--- src/rtl/lsu_pkg.sv ---
// Shared encodings and helpers for the MEM-stage load/store unit.
package lsu_pkg;

    localparam int DATA_W    = 32;
    localparam int MEM_WORDS = 128;
    localparam int IDX_W     = $clog2(MEM_WORDS);

    localparam logic [1:0] SZ_BYTE = 2'b00;
    localparam logic [1:0] SZ_HALF = 2'b01;
    localparam logic [1:0] SZ_WORD = 2'b10;

    typedef enum logic [0:0] {
        IDLE  = 1'b0,
        MERGE = 1'b1
    } lsu_state_t;

    // Bytes are always aligned; the reserved size code behaves like a word.
    function automatic logic is_misaligned(input logic [1:0] size, input logic [1:0] offset);
        case (size)
            SZ_BYTE: is_misaligned = 1'b0;
            SZ_HALF: is_misaligned = offset[0];
            default: is_misaligned = (offset != 2'b00);
        endcase
    endfunction

endpackage

--- src/rtl/lsu_lane.sv ---
// Byte-lane steering: load extraction/extension and sub-word store merge.
module lsu_lane
    import lsu_pkg::*;
(
    input  logic [31:0] load_word,
    input  logic [1:0]  load_off,
    input  logic [1:0]  load_size,
    input  logic        load_signed,
    output logic [31:0] load_data,
    input  logic [31:0] old_word,
    input  logic [31:0] store_data,
    input  logic [1:0]  store_off,
    input  logic [1:0]  store_size,
    output logic [31:0] merged_word
);

    logic [7:0]  load_byte;
    logic [15:0] load_half;

    always_comb begin
        load_byte = load_word[{load_off, 3'b000} +: 8];
        load_half = load_word[{load_off[1], 4'b0000} +: 16];
        case (load_size)
            SZ_BYTE: load_data = {{24{load_signed & load_byte[7]}}, load_byte};
            SZ_HALF: load_data = {{16{load_signed & load_half[15]}}, load_half};
            default: load_data = load_word;
        endcase
    end

    always_comb begin
        merged_word = old_word;
        case (store_size)
            SZ_BYTE: merged_word[{store_off, 3'b000} +: 8]     = store_data[7:0];
            SZ_HALF: merged_word[{store_off[1], 4'b0000} +: 16] = store_data[15:0];
            default: merged_word = store_data;
        endcase
    end

endmodule

--- src/rtl/mem_stage_lsu.sv ---
// MEM-stage load/store initiator; sub-word stores become a stalled read-modify-write.
module mem_stage_lsu
    import lsu_pkg::*;
#(
    parameter int DATA_W    = 32,
    parameter int MEM_WORDS = 128
) (
    input  logic              clk,
    input  logic              reset,
    input  logic              req_valid,
    input  logic              req_read,
    input  logic              req_write,
    input  logic [1:0]        req_size,
    input  logic              req_signed,
    input  logic [31:0]       req_addr,
    input  logic [DATA_W-1:0] req_wdata,
    input  logic [4:0]        req_rd,
    input  logic              req_regwrite,
    output logic              memread,
    output logic              memwrite,
    output logic [31:0]       address,
    output logic [DATA_W-1:0] writedata,
    input  logic [DATA_W-1:0] readdata,
    output logic              stall,
    output logic              wb_valid,
    output logic [DATA_W-1:0] wb_data,
    output logic [4:0]        wb_rd,
    output logic              wb_regwrite,
    output logic              misaligned
);

    localparam int WIDX = $clog2(MEM_WORDS);

    lsu_state_t state;
    logic [WIDX-1:0]   lat_idx;
    logic [1:0]        lat_off;
    logic [1:0]        lat_size;
    logic [DATA_W-1:0] lat_wdata;
    logic [DATA_W-1:0] lat_word;
    logic [4:0]        lat_rd;

    logic            is_write, is_read, access, bad, sub_store;
    logic [WIDX-1:0] req_idx;
    logic [31:0]     load_data, merged_word;
    logic            unused_addr_bits;

    // A simultaneous read and write request is treated as a write.
    assign is_write  = req_valid & req_write;
    assign is_read   = req_valid & req_read & ~req_write;
    assign access    = is_write | is_read;
    assign bad       = access & is_misaligned(req_size, req_addr[1:0]);
    assign sub_store = is_write & ~bad & ((req_size == SZ_BYTE) | (req_size == SZ_HALF));
    assign req_idx   = req_addr[WIDX+1:2];
    assign unused_addr_bits = ^req_addr[31:WIDX+2];

    lsu_lane u_lane (
        .load_word   (readdata),
        .load_off    (req_addr[1:0]),
        .load_size   (req_size),
        .load_signed (req_signed),
        .load_data   (load_data),
        .old_word    (lat_word),
        .store_data  (lat_wdata),
        .store_off   (lat_off),
        .store_size  (lat_size),
        .merged_word (merged_word)
    );

    // Reset masks every strobe so an in-flight merge write is abandoned.
    always_comb begin
        memread   = 1'b0;
        memwrite  = 1'b0;
        address   = '0;
        writedata = '0;
        stall     = 1'b0;
        if (!reset) begin
            if (state == MERGE) begin
                memwrite  = 1'b1;
                address   = {{(32-WIDX){1'b0}}, lat_idx};
                writedata = merged_word;
            end else if (access && !bad) begin
                address = {{(32-WIDX){1'b0}}, req_idx};
                if (sub_store) begin
                    memread = 1'b1;
                    stall   = 1'b1;
                end else if (is_write) begin
                    memwrite  = 1'b1;
                    writedata = req_wdata;
                end else begin
                    memread = 1'b1;
                end
            end
        end
    end

    always_ff @(posedge clk) begin
        if (reset) begin
            state       <= IDLE;
            lat_idx     <= '0;
            lat_off     <= '0;
            lat_size    <= '0;
            lat_wdata   <= '0;
            lat_word    <= '0;
            lat_rd      <= '0;
            wb_valid    <= 1'b0;
            wb_data     <= '0;
            wb_rd       <= '0;
            wb_regwrite <= 1'b0;
            misaligned  <= 1'b0;
        end else begin
            wb_valid    <= 1'b0;
            wb_data     <= '0;
            wb_rd       <= '0;
            wb_regwrite <= 1'b0;
            misaligned  <= 1'b0;
            if (state == MERGE) begin
                state    <= IDLE;
                wb_valid <= 1'b1;
                wb_rd    <= lat_rd;
            end else if (sub_store) begin
                state     <= MERGE;
                lat_idx   <= req_idx;
                lat_off   <= req_addr[1:0];
                lat_size  <= req_size;
                lat_wdata <= req_wdata;
                lat_word  <= readdata;
                lat_rd    <= req_rd;
            end else if (access) begin
                wb_valid <= 1'b1;
                wb_rd    <= req_rd;
                if (bad) begin
                    misaligned <= 1'b1;
                end else if (is_read) begin
                    wb_data     <= load_data;
                    wb_regwrite <= req_regwrite;
                end
            end
        end
    end

endmodule

--- config.mk ---
export PLATFORM = sky130hd
export DESIGN_NAME = mem_stage_lsu
export DESIGN_NICKNAME = d
export VERILOG_FILES = /design/src/rtl/lsu_pkg.sv /design/src/rtl/lsu_lane.sv /design/src/rtl/mem_stage_lsu.sv
export SDC_FILE = /design/constraint.sdc
export NUM_CORES = 1
export LEC_CHECK = 0
export ABC_AREA = 1
export ABC_CLOCK_PERIOD_IN_PS = 2500
export BUFFER_PORTS_ARGS = -buffer_cell sky130_fd_sc_hd__buf_2
export CAP_MARGIN = 10
export CORE_AREA = 2 2 122 124
export DETAILED_ROUTE_END_ITERATION = 12
export DIE_AREA = 0 0 124 126
export PLACE_DENSITY_LB_ADDON = 0.12
export SETUP_SLACK_MARGIN = 0.15
export SYNTH_ARGS = -nofsm -noshare
export SYNTH_HDL_FRONTEND = slang
export SYNTH_SLANG_ARGS = --single-unit
export TNS_END_PERCENT = 30
--- constraint.sdc ---
create_clock -name clk -period 2.5 [get_ports clk]
set_clock_uncertainty 0.05 [all_clocks]
set_input_delay 0.125 -clock clk [delete_from_list [all_inputs] [get_ports clk]]
set_output_delay 0.125 -clock clk [all_outputs]
set_load 0.05 [all_outputs]
==> results.sh, run 1 <==
export IMPL_fillers=1340
export IMPL_status="completed"
export IMPL_worstPathRequired_ns=2.33
export IMPL_grt_overflow=0
export IMPL_drtIter0Drc=714
export IMPL_cts_made_buffers=17
export IMPL_io_buffers=168
export IMPL_routedWlPerCell_um=13.8
export IMPL_vias=8589
export IMPL_place_hpwl_um=16000
export IMPL_drc_errors=0
export IMPL_synth_cell_types=30
export IMPL_worstPathMaxFanout=11
export IMPL_clock_sinks=121
export IMPL_syn_mean_instance_area_um2=5.85
export IMPL_worstReg2RegStart="state"
export IMPL_endpoint="writedata[30]"
export IMPL_synth_seq_cells=121
export IMPL_cp_end_kind="output pin"
export IMPL_hold_slack_ns=0.0159
export IMPL_die_area_um2=15600
export IMPL_cts_tree="yes"
export IMPL_row_count=44
export IMPL_worstSetupStartpoint="lat_off[0]"
export IMPL_layout_common_cells="422 x nand2_1, 194 x nor2_1, 136 x buf_2, 133 x inv_1, 119 x dfxtp_1"
export IMPL_cp_arrival_ns=2.22
export IMPL_report_final_hold_viol_count=0
export IMPL_die_x_um=124
export IMPL_power_density_nw_per_um2=553
export IMPL_grt_total_usage=0.305
export IMPL_grt_pass1_wl_um=38100
export IMPL_initial_core_util=0.522
export IMPL_fmax_mhz=418
export IMPL_viasPerCell=5.06
export IMPL_areaGrowthSynthToFinish_pct=34.2
export IMPL_dr_pass1_iters=5
export IMPL_clk_latency_ns=0.42
export IMPL_clk_pin_slew_ns=0.05
export IMPL_htree_num_levels=4
export IMPL_crit_type="register to output pin"
export IMPL_final_common_cell="nand2_1"
export IMPL_grt_pass1_vias=8100
export IMPL_post_route_period_util=0.956
export IMPL_leakage_nw=5.25
export IMPL_clock_root_buffer="clkbuf_16"
export IMPL_max_cap_violations=0
export IMPL_drtAntennaViolNets=0
export IMPL_r2r_end="wb_data[30]"
export IMPL_syn_instance_count=1275
export IMPL_rrSetupSlack_ns=0.38
export IMPL_synth_area_um2=7460
export IMPL_die_height_um=126
export IMPL_timing_final_setup_violations=0
export IMPL_n_antenna_cell=0
export IMPL_r2r_cells=6
export IMPL_slew_headroom=0.595
export IMPL_drive_above_1_share=0.192
export IMPL_antenna_found_initial=0
export IMPL_cts_buffer_depth=2
export IMPL_finalWirelength_um=23500
export IMPL_fin_crit_ns=2.39
export IMPL_yosysSeqAreaShare=0.325
export IMPL_irDropWorstVdd_mv=0.499
export IMPL_yosys_warnings=0
export IMPL_gp_congestion=0.929
export IMPL_final_nets=1616
export IMPL_hold_class="primary input to register"
export IMPL_coreArea_um2=14300
export IMPL_tightest_slew_ns=0.606
export IMPL_worstSetupStartpointType="register"
export IMPL_rsz0062_at_grt="yes"
export IMPL_io_pins=217
export IMPL_fin_tns_setup_ns=0
export IMPL_grt_max_degree=65
export IMPL_drv_slew=0
## how the worst min path moves through the flow
stage / start / endpoint / cells past startpoint
after global placement: req_regwrite / wb_regwrite / 3
after CTS: reset / lat_wdata[0] / 4
after floorplan: req_addr[2] / lat_idx[0] / 2
after detailed placement: req_addr[7] / lat_idx[5] / 3
final: reset / lat_wdata[0] / 4
after global routing: reset / lat_wdata[0] / 4
## routing by layer
| metal | global-route usage | vias up | share of wire |
|---|---|---|---|
| li1 | - | 4352 | - |
| met2 | 0.533 | 328 | 0.50 |
| met5 | 0 | - | 0 |
| met4 | 0.119 | 0 | 0.029 |
| met1 | 0.367 | 3849 | 0.41 |
| met3 | 0.0548 | 60 | 0.055 |
## critical path: stages, from the launching register on
cell     delay (ns)
dfxtp_2        0.32
buf_4          0.18
ha_1           0.26
buf_4          0.18
or2_2          0.29
o21ai_0        0.08
nand2_1        0.07
nand2_1        0.07
nor2_1         0.06
nor2_2         0.10
buf_4          0.20
## synth_stat cells, drive strengths merged
cell type,count,share of area
clkbuf,18,0.0092
dfxtp,121,0.32
o21ai,64,0.043
a22oi,2,0.0020
a21oi,72,0.048
nand4,17,0.014
nand3,77,0.054
nand2,429,0.22
buf,71,0.061
conb,1,0.00050
a21boi,7,0.0070
ha,5,0.0084
o22ai,3,0.0025
o211ai,15,0.015
nor2,218,0.11
inv,141,0.071
a31oi,1,0.00084
or2,9,0.0075
clkinv,4,0.0020
## report_power, final
group	switching, W	leakage [nW]	internal [W]
Clock	0.000891	0.270	0.00151
Combinational	0.000715	3.99	0.000369
Sequential	0.0000411	0.986	0.00201
Total	0.00165	5.25	0.00389
## cell families (layout without fill, tap and decap cells)
group	Yosys count	after routing	share of synthesized area
AO/OA/AOI/OAI	164	164	0.119
adder cells (fa/ha/maj)	5	5	0.00838
buffers and inverters	234	448	0.143
flip-flops	121	121	0.325
other	1	25	0.000502
AND/OR/NAND/NOR	750	750	0.404
## final cells by class
type | count | area (um2) | share of cell area
Multi-Input combinational cell | 944 | 4240 | 0.423
Clock buffer | 24 | 472 | 0.0471
Tap cell | 184 | 230 | 0.0230
Inverter | 145 | 558 | 0.0557
Sequential cell | 121 | 2420 | 0.242
Clock inverter | 7 | 93.8 | 0.00937
Timing Repair Buffer | 272 | 2000 | 0.200
## metrics by stage
step	instance area (um2)	instances	power, W	utilization	setup slack [ns]
after global routing	10000	1697	0.00576	0.700	0.0146
after global placement	8410	1590	0.00301	0.588	0.327
final	10000	1697	0.00554	0.700	0.110
after CTS	9840	1692	0.00550	0.687	0.0998
after floorplan	7620	1299	0.00279	-	0.0342
after detailed placement	8410	1590	0.00302	0.588	0.297
## sequential cells by signal (all words and copies together) (netlist names), 2 cells and up
| name | flops |
|---|---|
| lat_wdata | 32 |
| lat_word | 32 |
| wb_data | 32 |
| lat_idx | 7 |
| lat_rd | 5 |
| wb_rd | 5 |
| lat_off | 2 |
| lat_size | 2 |
## timing repair
action / 4_1_cts / 5_1_grt
hold buffers: 71 / 0
pin swaps: 1 / 6
endpoints found under the hold margin: 93 / 0
setup buffers: 0 / 5
setup endpoints to repair: 33 / 42
gates resized for setup: 52 / 41
Power figures use the tool's default switching activity.
==> run 2, diff against run 1 <==
CORE_AREA = 2 2 121 123   (was 2 2 122 124)
CTS_BUF_LIST = sky130_fd_sc_hd__clkbuf_4   (was not set)
DIE_AREA = 0 0 123 125   (was 0 0 124 126)
==> run 2 against run 1 <==
  * Sequential power is essentially flat
  * Hold slack gained 0.062 ns
  * Die area decreased by 1.6%
  * Design area is 0.82% higher
  * Sequential share of layout area down 0.16 points
  * Combinational power increased by 6%
  * Cell count grew 1.1%
  * Global-route usage increased by 1.2 points
  * Critical path depth increased by 1
  * Highest routed layer unchanged
==> results.sh, run 2 (synthesis gave the netlist of run 1 again) <==
export IMPL_status="completed"
export IMPL_final_nets=1636
export IMPL_antenna_found_initial=1
export IMPL_worstPathMaxFanout=9
export IMPL_io_buffers=168
export IMPL_layout_common_cells="417 x nand2_1, 194 x nor2_1, 135 x buf_2, 131 x inv_1, 118 x dfxtp_1"
export IMPL_fin_tns_setup_ns=0
export IMPL_drc_errors=0
export IMPL_cts_tree="yes"
export IMPL_layout_cells_non_filler=1716
export IMPL_clock_root_buffer="clkbuf_4"
export IMPL_cp_arrival_ns=2.27
export IMPL_multi_input_area_um2=4300
export IMPL_min_path_cells=5
export IMPL_clock_sinks=121
export IMPL_worstPathRequired_ns=2.33
export IMPL_tightest_slew_ns=0.595
export IMPL_grt_total_usage=0.317
export IMPL_hold_end="wb_data[4]"
export IMPL_worstSetupStartpointType="register"
export IMPL_place_hpwl_um=15900
export IMPL_post_route_period_util=0.977
export IMPL_r2r_cells=7
export IMPL_reg_top3="lat_wdata (32), lat_word (32), wb_data (32)"
export IMPL_worstSetupStartpoint="lat_off[1]"
export IMPL_irDropWorstVdd_mv=0.338
export IMPL_grt_pass1_vias=8074
export IMPL_drtIter0Drc=809
export IMPL_rsz0062_at_grt="yes"
export IMPL_drtAntennaViolNets=0
export IMPL_grt_overflow=0
export IMPL_hp_start="req_addr[1]"
export IMPL_drv_slew=0
export IMPL_areaGrowthSynthToFinish_pct=35.3
export IMPL_grt_pass1_wl_um=38800
export IMPL_report_final_hold_viol_count=0
export IMPL_vias=8782
export IMPL_drive_above_1_share=0.204
export IMPL_htree_num_levels=4
export IMPL_die_area_um2=15400
export IMPL_grt_max_degree=90
export IMPL_clk_pin_slew_ns=0.10
export IMPL_dr_pass1_iters=6
export IMPL_cp_end_kind="output pin"
export IMPL_cts_made_buffers=17
export IMPL_coreArea_um2=14200
export IMPL_timing_final_setup_violations=0
export IMPL_slew_headroom=0.600
export IMPL_rrSetupSlack_ns=0.37
export IMPL_register_area_um2=2430
export IMPL_power_density_nw_per_um2=448
export IMPL_hold_class="primary input to register"
export IMPL_fmax_mhz=409
export IMPL_crit_type="register to output pin"
export IMPL_row_count=44
export IMPL_die_x_um=123
export IMPL_place_inst=1589
export IMPL_fillers=1268
export IMPL_final_common_cell="nand2_1"
export IMPL_r2r_end="wb_data[8]"
export IMPL_worstReg2RegStart="state"
export IMPL_fin_crit_ns=2.44
export IMPL_gp_congestion=0.941
export IMPL_cts_buffer_depth=2
export IMPL_die_height_um=125
export IMPL_routedWlPerCell_um=14.2
export IMPL_io_pins=217
export IMPL_finalWirelength_um=24400
export IMPL_leakage_nw=5.21
export IMPL_clk_latency_ns=0.55
export IMPL_viasPerCell=5.12
export IMPL_initial_core_util=0.526
export IMPL_max_cap_violations=0
[run 2: cell types whose count changed in the layout (fill, tap and decap cells not counted), sizes merged]
cell and change:
clkinv +3, diode +1, inv -2, dlygate4sd3 +15, clkinvlp +3, clkbuf -4
bufbuf +1, buf +2
[run 2: metrics by stage]
stage	setup WS, ns	instance area (um2)	utilization	power, W	hold slack, ns
2_1_floorplan	0.0342	7620	-	0.00279	0.185
3_5_place_dp	0.273	8420	0.593	0.00303	0.292
3_3_place_gp	0.314	8420	0.593	0.00302	0.287
4_1_cts	0.0737	9920	0.698	0.00450	0.0320
6_report	0.0570	10100	0.711	0.00452	0.0779
5_1_grt	-0.0704	10100	0.711	0.00475	0.0874
[run 2: how the worst max path moves through the flow]
stage | slack [ns] | endpoint
global route | -0.07 | writedata[19]
CTS | 0.07 | writedata[16]
floorplan | 0.03 | writedata[14]
detailed placement | 0.27 | writedata[16]
global placement | 0.31 | writedata[16]
finish | 0.06 | writedata[26]
[run 2: cell type report]
type,count,area share
antenna,1,0.000248
multi-input combinational,944,0.426
inverter,145,0.0572
clock inverter,10,0.0105
tap,184,0.0228
timing repair buffer,291,0.228
sequential,121,0.240
clock buffer,19,0.0141
timing repair inverter,1,0.000743
[run 2: repair_timing]
item,CTS,global route
buffers inserted,9,0
hold buffers,86,0
pin swaps,7,11
cloned,1,1
endpoints found under the setup margin,33,41
gates resized for setup,89,50
hold endpoints to repair,118,0
[run 2: critical path: stages (launching register included)]
cell,delay (ns)
dfxtp_4,0.40
clkinv_4,0.06
buf_6,0.13
ha_4,0.17
inv_4,0.13
nand3_2,0.13
nor2_1,0.13
nor2_1,0.05
nor2_1,0.14
nor2_1,0.09
nor2_4,0.11
buf_6,0.17
[run 2: metal layers]
layer	share of wire	vias up	global-route usage
li1	-	4387	-
met1	0.41	3986	0.391
met3	0.062	66	0.0616
met5	0	-	0
met4	0.026	0	0.107
met2	0.50	343	0.548
[run 2: power breakdown]
part	internal, W	switching [W]
clock network	0.000586	0.000744
registers	0.00201	0.0000435
logic	0.000406	0.000737
total	0.00300	0.00152
==> run 3, diff against run 2 <==
CORE_AREA = 2 2 139 107   (was 2 2 121 123)
DIE_AREA = 0 0 141 109   (was 0 0 123 125)
==> run 3 against run 2 <==
  * Combinational power about the same
  * Utilization up 0.87 points
  * Sequential cell count unchanged
  * Via count up 1.3%
  * Design area up 0.63%
  * Power down 0.11%
  * Die area about the same
  * First-iteration DRC count up 15%
  * Critical path depth unchanged
  * Maximum frequency up 0.12%
  * Hold slack worse by 0.028 ns
  * Sequential share of layout area down 0.13 points
==> results.sh, run 3 (synthesis gave the netlist of run 1 again) <==
export IMPL_status="completed"
export IMPL_fin_total_pwr_w=0.00452
export IMPL_drtIter0Drc=929
export IMPL_tightest_slew_ns=0.664
export IMPL_slew_headroom=0.553
export IMPL_finalWirelength_um=24300
export IMPL_io_pins=217
export IMPL_coreArea_um2=14100
export IMPL_drc_errors=0
export IMPL_post_route_period_util=0.976
export IMPL_viasPerCell=5.17
export IMPL_clk_pin_slew_ns=0.13
export IMPL_die_area_um2=15400
export IMPL_power_density_nw_per_um2=444
export IMPL_final_nets=1642
export IMPL_fmax_mhz=410
export IMPL_htree_num_levels=4
export IMPL_reg_top3="lat_wdata (32), lat_word (32), wb_data (32)"
export IMPL_hold_class="primary input to register"
export IMPL_clk_latency_ns=0.54
export IMPL_io_buffers=168
export IMPL_min_path_cells=5
export IMPL_drtAntennaViolNets=0
export IMPL_antenna_found_initial=0
export IMPL_cp_end_kind="output pin"
export IMPL_worstPathMaxFanout=7
export IMPL_worstSetupStartpointType="register"
export IMPL_clock_root_buffer="clkbuf_4"
export IMPL_row_count=38
export IMPL_layout_common_cells="417 x nand2_1, 189 x nor2_1, 135 x buf_2, 129 x inv_1, 118 x dfxtp_1"
export IMPL_dr_pass1_iters=6
export IMPL_grt_pass1_wl_um=38000
export IMPL_areaGrowthSynthToFinish_pct=36.2
export IMPL_grt_max_degree=77
export IMPL_routedWlPerCell_um=14.1
export IMPL_place_inst=1586
export IMPL_cp_arrival_ns=2.27
export IMPL_gp_congestion=0.966
export IMPL_layout_cells_non_filler=1720
export IMPL_hp_start="reset"
export IMPL_clock_sinks=121
export IMPL_r2r_cells=7
export IMPL_leakage_nw=5.24
export IMPL_die_x_um=141
export IMPL_worstPathRequired_ns=2.33
export IMPL_grt_pass1_vias=7907
export IMPL_cts_made_buffers=17
export IMPL_report_final_hold_viol_count=0
export IMPL_rsz0062_at_grt="yes"
export IMPL_max_cap_violations=0
export IMPL_grt_total_usage=0.309
export IMPL_vias=8893
export IMPL_grt_overflow=0
export IMPL_rrSetupSlack_ns=0.29
export IMPL_place_hpwl_um=16100
export IMPL_cts_buffer_depth=2
export IMPL_crit_type="register to output pin"
export IMPL_final_common_cell="nand2_1"
export IMPL_hold_slack_ns=0.0501
export IMPL_fin_crit_ns=2.44
export IMPL_drive_above_1_share=0.211
export IMPL_worstReg2RegStart="state"
export IMPL_hold_end="lat_wdata[9]"
export IMPL_n_antenna_cell=0
export IMPL_initial_core_util=0.529
export IMPL_die_height_um=109
export IMPL_irDropWorstVdd_mv=0.273
export IMPL_drv_slew=0
export IMPL_cts_tree="yes"
export IMPL_r2r_end="wb_data[12]"
export IMPL_fin_tns_setup_ns=0
export IMPL_timing_final_setup_violations=0
==> run 3: cell count changes in the layout (fill, tap and decap cells not counted), sizes merged <==
cell / previous run / this run
buf: 203 / 206
bufinv: 2 / 1
clkbuf: 20 / 18
clkinv: 8 / 11
clkinvlp: 6 / 9
diode: 1 / 0
dlygate4sd3: 86 / 88
inv: 140 / 141
==> run 3: report_power, final <==
group | switching, W | total, W | internal, W
combinational | 0.000745 | 0.00115 | 0.000409
sequential | 0.0000438 | 0.00205 | 0.00201
clock | 0.000824 | 0.00131 | 0.000490
==> run 3: repair_timing <==
item / in CTS / in global routing
buffers inserted: 6 / 5
gates resized for setup: 98 / 51
setup endpoints to repair: 35 / 38
endpoints found under the hold margin: 117 / 0
pin swaps: 7 / 25
cloned: 1 / 2
hold buffers: 88 / 0
==> run 3: layout make-up <==
cell class                      count  area [um2]
Timing Repair inverter              2        11.3
Multi-Input combinational cell    944        4330
Fill cell                        1175        3960
Sequential cell                   121        2430
Inverter                          145         582
Clock buffer                       17         128
Clock inverter                     15         126
Tap cell                          180         225
Timing Repair Buffer              296        2330
==> run 3: worst max-delay path, cell delays in order, from the launching register on <==
cell and delay (ns):
dfxtp_4 0.40, clkinv_4 0.07, ha_4 0.30, inv_8 0.04
nor2_4 0.13, nand2_2 0.12, nor2_1 0.17, nor2_1 0.08
o21ai_1 0.14, nand2_1 0.07, inv_1 0.07, buf_6 0.15
==> run 3: per-stage QoR <==
step,util,instance area (um2),worst slack [ns]
CTS,0.704,9940,0.0828
global placement,0.594,8390,0.323
finish,0.720,10200,0.0599
detailed placement,0.594,8390,0.326
floorplan,-,7620,0.0342
global route,0.720,10200,-0.0662
==> run 3: per-layer routing <==
metal | wire [um] | global-route usage | share of wire | vias up
met4 | 481 | 0.0979 | 0.020 | 0
met3 | 1960 | 0.0668 | 0.081 | 45
met2 | 11400 | 0.506 | 0.47 | 380
met1 | 10400 | 0.411 | 0.43 | 4059
li1 | - | - | - | 4409
met5 | 0 | 0 | 0 | -
==> run 3: worst max path at each step <==
stage	startpoint	cells after the start	slack [ns]	end
floorplan	lat_off[1]	11	0.03	writedata[14]
global placement	lat_off[1]	10	0.32	writedata[24]
detailed placement	lat_off[1]	11	0.33	writedata[16]
CTS	lat_off[1]	12	0.08	writedata[21]
global route	lat_off[1]	12	-0.07	writedata[23]
finish	lat_off[1]	11	0.06	writedata[10]
